==> src/rtl/signal_phase_sequencer.sv <==
// Traffic signal phase sequencer: four approaches served in turn, each phase a
// countdown followed by an all-red clearance, with a dark night mode.
module signal_phase_sequencer #(
  parameter int unsigned PHASE_TIME = 20,
  parameter int unsigned CLEAR_TIME = 2
) (
  input  logic       clk,
  input  logic       rst,
  input  logic       tick,
  input  logic       hold,
  input  logic       night_mode,
  output logic [4:0] Count_out,
  output logic [1:0] signal_Pos,
  output logic       signal,
  output logic       light_out_time,
  output logic       phase_done
);

  typedef enum logic [1:0] {
    RUN   = 2'd0,
    CLEAR = 2'd1,
    DARK  = 2'd2
  } state_t;

  localparam logic [4:0] PHASE_LOAD = 5'(PHASE_TIME);
  localparam logic [3:0] CLEAR_LOAD = 4'(CLEAR_TIME);

  state_t     state, state_nxt;
  logic [3:0] clr_cnt, clr_nxt;
  logic [4:0] count_nxt;
  logic [1:0] pos_nxt;
  logic       sig_nxt, light_nxt, done_nxt;
  logic       eff_tick;

  // hold beats tick; in DARK the raw tick is used instead.
  assign eff_tick = tick & ~hold;

  // NOTE: every variable gets its default before the case so that paths
  // which do not assign it hold the register value instead of inferring a latch.
  always_comb begin
    state_nxt = state;
    count_nxt = Count_out;
    clr_nxt   = clr_cnt;
    pos_nxt   = signal_Pos;
    sig_nxt   = signal;
    light_nxt = light_out_time;
    done_nxt  = 1'b0;

    case (state)
      RUN: begin
        if (eff_tick) begin
          sig_nxt = ~signal;
          if (Count_out != 5'd0) begin
            count_nxt = Count_out - 5'd1;
          end else begin
            state_nxt = CLEAR;
            clr_nxt   = CLEAR_LOAD;
          end
        end
      end

      CLEAR: begin
        if (eff_tick) begin
          sig_nxt = ~signal;
          if (clr_cnt > 4'd1) begin
            clr_nxt = clr_cnt - 4'd1;
          end else begin
            // Exit tick: night_mode is only sampled here.
            clr_nxt  = 4'd0;
            done_nxt = 1'b1;
            if (night_mode) begin
              state_nxt = DARK;
              pos_nxt   = 2'd0;
              count_nxt = 5'd0;
              light_nxt = 1'b1;
              sig_nxt   = 1'b0;
            end else begin
              state_nxt = RUN;
              pos_nxt   = signal_Pos + 2'd1;
              count_nxt = PHASE_LOAD;
            end
          end
        end
      end

      DARK: begin
        sig_nxt   = 1'b0;
        light_nxt = 1'b1;
        if (tick && !night_mode) begin
          state_nxt = RUN;
          pos_nxt   = 2'd0;
          count_nxt = PHASE_LOAD;
          light_nxt = 1'b0;
        end
      end

      default: begin
        state_nxt = RUN;
        count_nxt = PHASE_LOAD;
        clr_nxt   = 4'd0;
        pos_nxt   = 2'd0;
        sig_nxt   = 1'b0;
        light_nxt = 1'b0;
      end
    endcase
  end

  // NOTE: sequential state uses non-blocking assignments so every register
  // samples the pre-edge values regardless of statement order.
  always_ff @(posedge clk or posedge rst) begin
    if (rst) begin
      state          <= RUN;
      Count_out      <= PHASE_LOAD;
      clr_cnt        <= 4'd0;
      signal_Pos     <= 2'd0;
      signal         <= 1'b0;
      light_out_time <= 1'b0;
      phase_done     <= 1'b0;
    end else begin
      state          <= state_nxt;
      Count_out      <= count_nxt;
      clr_cnt        <= clr_nxt;
      signal_Pos     <= pos_nxt;
      signal         <= sig_nxt;
      light_out_time <= light_nxt;
      phase_done     <= done_nxt;
    end
  end

endmodule

==> config.mk <==
export PLATFORM = sky130hd
export DESIGN_NAME = signal_phase_sequencer
export DESIGN_NICKNAME = d
export VERILOG_FILES = /design/src/rtl/signal_phase_sequencer.sv
export SDC_FILE = /design/constraint.sdc
export NUM_CORES = 1
export LEC_CHECK = 0
export BUFFER_PORTS_ARGS = -buffer_cell sky130_fd_sc_hd__buf_2
export CAP_MARGIN = 10
export CELL_PAD_IN_SITES_DETAIL_PLACEMENT = 1
export CELL_PAD_IN_SITES_GLOBAL_PLACEMENT = 1
export CORE_MARGIN = 5
export CORE_UTILIZATION = 39
export DETAILED_ROUTE_END_ITERATION = 6
export GPL_TIMING_DRIVEN = 0
export PLACE_DENSITY_LB_ADDON = 0.1
export SETUP_SLACK_MARGIN = 0.2
export SLEW_MARGIN = 25
export SYNTH_ARGS = -nofsm -noshare
export SYNTH_HDL_FRONTEND = slang
export SYNTH_SLANG_ARGS = --single-unit
==> constraint.sdc <==
create_clock -name clk -period 1.65 [get_ports clk]
set_input_delay 0 -clock clk [delete_from_list [all_inputs] [get_ports clk]]
set_output_delay 0 -clock clk [all_outputs]
set_load 0.03 [all_outputs]
==> impl_metrics.tcl <==
set metrics [dict create \
    diodes 0 \
    htreeDepth 1 \
    die_w_microns 62.38 \
    critical_path_class "flip-flop to flip-flop" \
    synth_cell_type_count 47 \
    syn_area_sq_um 1070 \
    tns_ns -1.451 \
    hold_class "input pin to flip-flop" \
    ys_ff_latch 16 \
    place_area_sq_um 1264 \
    drive_gt1_share_pct 68.86 \
    finalWirelength_microns 4793 \
    nNetsFinal 180 \
    synthArstFlopShare_pct 100.0 \
    dr.pass1.iters 4 \
    setup_viol 12 \
    maxSlewViolCount 0 \
    clk_path_buf_depth 2 \
    io_buffers 14 \
    clk_pin_slew_ns 0.10 \
    netlist_instances 109 \
    synth.avg_cell_area_sq_um 9.814 \
    fin_util_pct 71.77 \
    p_leak_nw 0.8277 \
    grt_pass1_vias 1321 \
    fillers 265 \
    crit_buf_inv 1 \
    synth_top_family_by_area "compound AO/OA/AOI/OAI gates" \
    synth_compound_area_share_pct 26.67 \
    gr-usage-met1_pct 27.15 \
    worst_clock_skew_ns 0.01834 \
    routabilityCongestion 0.8342 \
    vias 1172 \
    crit_fanout 3 \
    core_region_area_sq_um 2686 \
    busiest_layer "met2" \
    grt_max_degree 17 \
    whs_ns 0.1088 \
    tritoncts "built" \
    drt_iter0_markers 46 \
    status "complete, but fails checks" \
    min_period_ns 1.861 \
    rsz0062_at_grt "true" \
    hpwlAfterDp_microns 2086 \
    overflow 0 \
    synth_fp_nets 121 \
    grt_usage_pct 22.79 \
    die_y_microns 62.38 \
    ys.flop_type "dfrtp_1" \
    num_rows 19 \
    die_area_sq_um 3891 \
    layout_setup_ws_ns -0.2110 \
    slowest_delay_ns 0.55 \
    yosys.area_share.adder_pct 8.187 \
    via_per_inst 5.919 \
    start_kind "flip-flop" \
    endpoint_kind "flip-flop" \
    post_synth_and_or_nand_nor_area_fraction_pct 18.01 \
    slew_headroom_pct 52.15 \
    cts-root-buf "clkbuf_4" \
    drc_errors 0 \
    drv_cap 0 \
    yosysWarnings 0 \
    power.density_nw_per_um2 2290 \
    seq_area_sq_um 406.6 \
    cts.sinks 16 \
    crit_family "simple AND/OR/NAND/NOR gates" \
    fmax_mhz 537.3 \
    synth_mux_area_share_pct 4.094 \
    multi_input_area_sq_um 938.4 \
    crit_required_ns 1.86 \
    failed_checks "setup timing" \
    worstPathArrival_ns 2.07 \
    worst_pin_slew_ns 0.7113 \
    antenna_found_initial 0 \
    synth-edff-count 0 \
    num_io_pins 15 \
    initial_core_util_pct 39.82 \
    numCtsBuffers 3 \
    peakVddDrop_mv 1.563 \
    grt_use_met3_pct 3.417 \
    grt_util_met2_pct 40.28 \
    crit_chain "inv_2 > ha_4 > nor2_4 > o31a_1 > or4_1 > o21ai_1" \
    grt_pass1_wl_microns 6989 \
    wl_per_cell_microns 24.21 \
    design_area_sq_um 1928 \
    yosysSeqAreaShare_pct 37.66 \
    yosys.area_share.xor_xnor_pct 0 \
    insertion_delay_ns 0.31 \
    finalCritPeriodShare_pct 112.8 \
    hold_viol 0 \
    cp_slowest_cell "or4_1" \
    ant_nets 0 \
    area_growth_syn_to_layout_pct 80.23 \
]
[per-stage QoR]
stage          power, mW  cells  setup WS (ns)
3_5_place_dp       2.388    154        -0.2990
6_report           4.414    198        -0.2110
4_1_cts            3.693    193       -0.08457
2_1_floorplan      1.994    109        -0.1146
3_3_place_gp       2.342    154        -0.2962
5_1_grt            4.653    198        -0.2610
[final timing paths]
path / from / end / slack (ns) / cells after the start
worst min register to register: Count_out[4] / Count_out[4] / 0.56 / 1
worst min-delay path: tick / phase_done / 0.11 / 3
worst max register to register: clr_cnt[1] / Count_out[0] / -0.21 / 6
max in group asynchronous: rst / clr_cnt[0] / 0.84 / 3
worst max-delay path: clr_cnt[1] / Count_out[0] / -0.21 / 6
min in group asynchronous: rst / state[1] / 0.32 / 3
[final cells by class]
type / count / area share [%]
multi-input cells: 78 / 48.67
repair buffers: 54 / 21.80
flip-flops and latches: 16 / 21.09
plain buffers: 3 / 2.596
inverters: 12 / 2.466
well taps: 31 / 2.012
clock buffers: 4 / 1.363
[report_power, final]
| group | leakage [nW] | internal (mW) | switching [mW] |
|---|---|---|---|
| logic | 0.611 | 1.68 | 1.73 |
| registers | 0.202 | 0.555 | 0.203 |
| clock network | 0.0150 | 0.0944 | 0.154 |
| total | 0.828 | 2.33 | 2.09 |
[cell families (layout without fill, tap and decap cells)]
kind of cell,count (synthesis),count (layout)
mux,4,4
fa+ha+maj,7,7
flops,16,16
simple gates,32,32
buf+inv,15,73
compound gates,35,35
[sequential cells by signal, summed over array words and instances (netlist names)]
name and flops:
signal 1, clr_cnt 4, light_out_time 1, state 2
phase_done 1, Count_out 5, signal_Pos 2
[synth_stat cells, types with 2 or more instances]
| master | instances | area (sq um) |
|---|---|---|
| dfrtp_1 | 14 | 350.3 |
| clkbuf_1 | 2 | 7.510 |
| nand3_1 | 3 | 15.01 |
| or4_1 | 2 | 15.01 |
| nor2_1 | 7 | 26.28 |
| dfstp_2 | 2 | 52.55 |
| inv_1 | 12 | 45.04 |
| o211ai_1 | 2 | 15.01 |
| a211oi_1 | 2 | 15.01 |
| o2bb2ai_1 | 2 | 17.52 |
| a21oi_1 | 4 | 20.02 |
| mux2_1 | 2 | 22.52 |
| nor4_1 | 2 | 12.51 |
| and2_1 | 2 | 12.51 |
| ha_1 | 7 | 87.58 |
| o21ai_0 | 3 | 15.01 |
| nand2_1 | 4 | 15.01 |
| a21o_1 | 3 | 22.52 |
| nand2b_1 | 5 | 31.28 |
| o32ai_1 | 2 | 17.52 |
[placed cells by master, fill, tap and decap left out, drive strengths merged, types with 3 or more instances in the layout]
cell / synthesis / final
ha: 7 / 7
clkbuf: 2 / 6
nor2: 7 / 7
nand3: 3 / 3
a21oi: 5 / 5
dfrtp: 14 / 14
inv: 12 / 12
nand2b: 5 / 5
nand2: 5 / 5
mux2: 3 / 3
o21ai: 4 / 4
buf: 1 / 54
a21o: 3 / 3
[tightest hold or removal path, delay by kind of cell]
family,cells,cell delay (ns)
simple gates,2,0.26
buf+inv,1,0.12
[layer usage]
layer / share of wire (%) / vias to the layer above
met1: 42 / 611
met5: 0 / -
met3: 4.4 / 9
li1: - / 523
met2: 52 / 29
met4: 2.1 / 0
[repair_timing]
| action | CTS | global route |
|---|---|---|
| hold buffers | 1 | 0 |
| setup buffers | 34 | 5 |
| hold endpoints to repair | 14 | 0 |
| pin swaps | 13 | 4 |
| setup endpoints to repair | 15 | 16 |
| gates resized for setup | 39 | 21 |
Note: power is estimated with default switching activity, not from simulation.
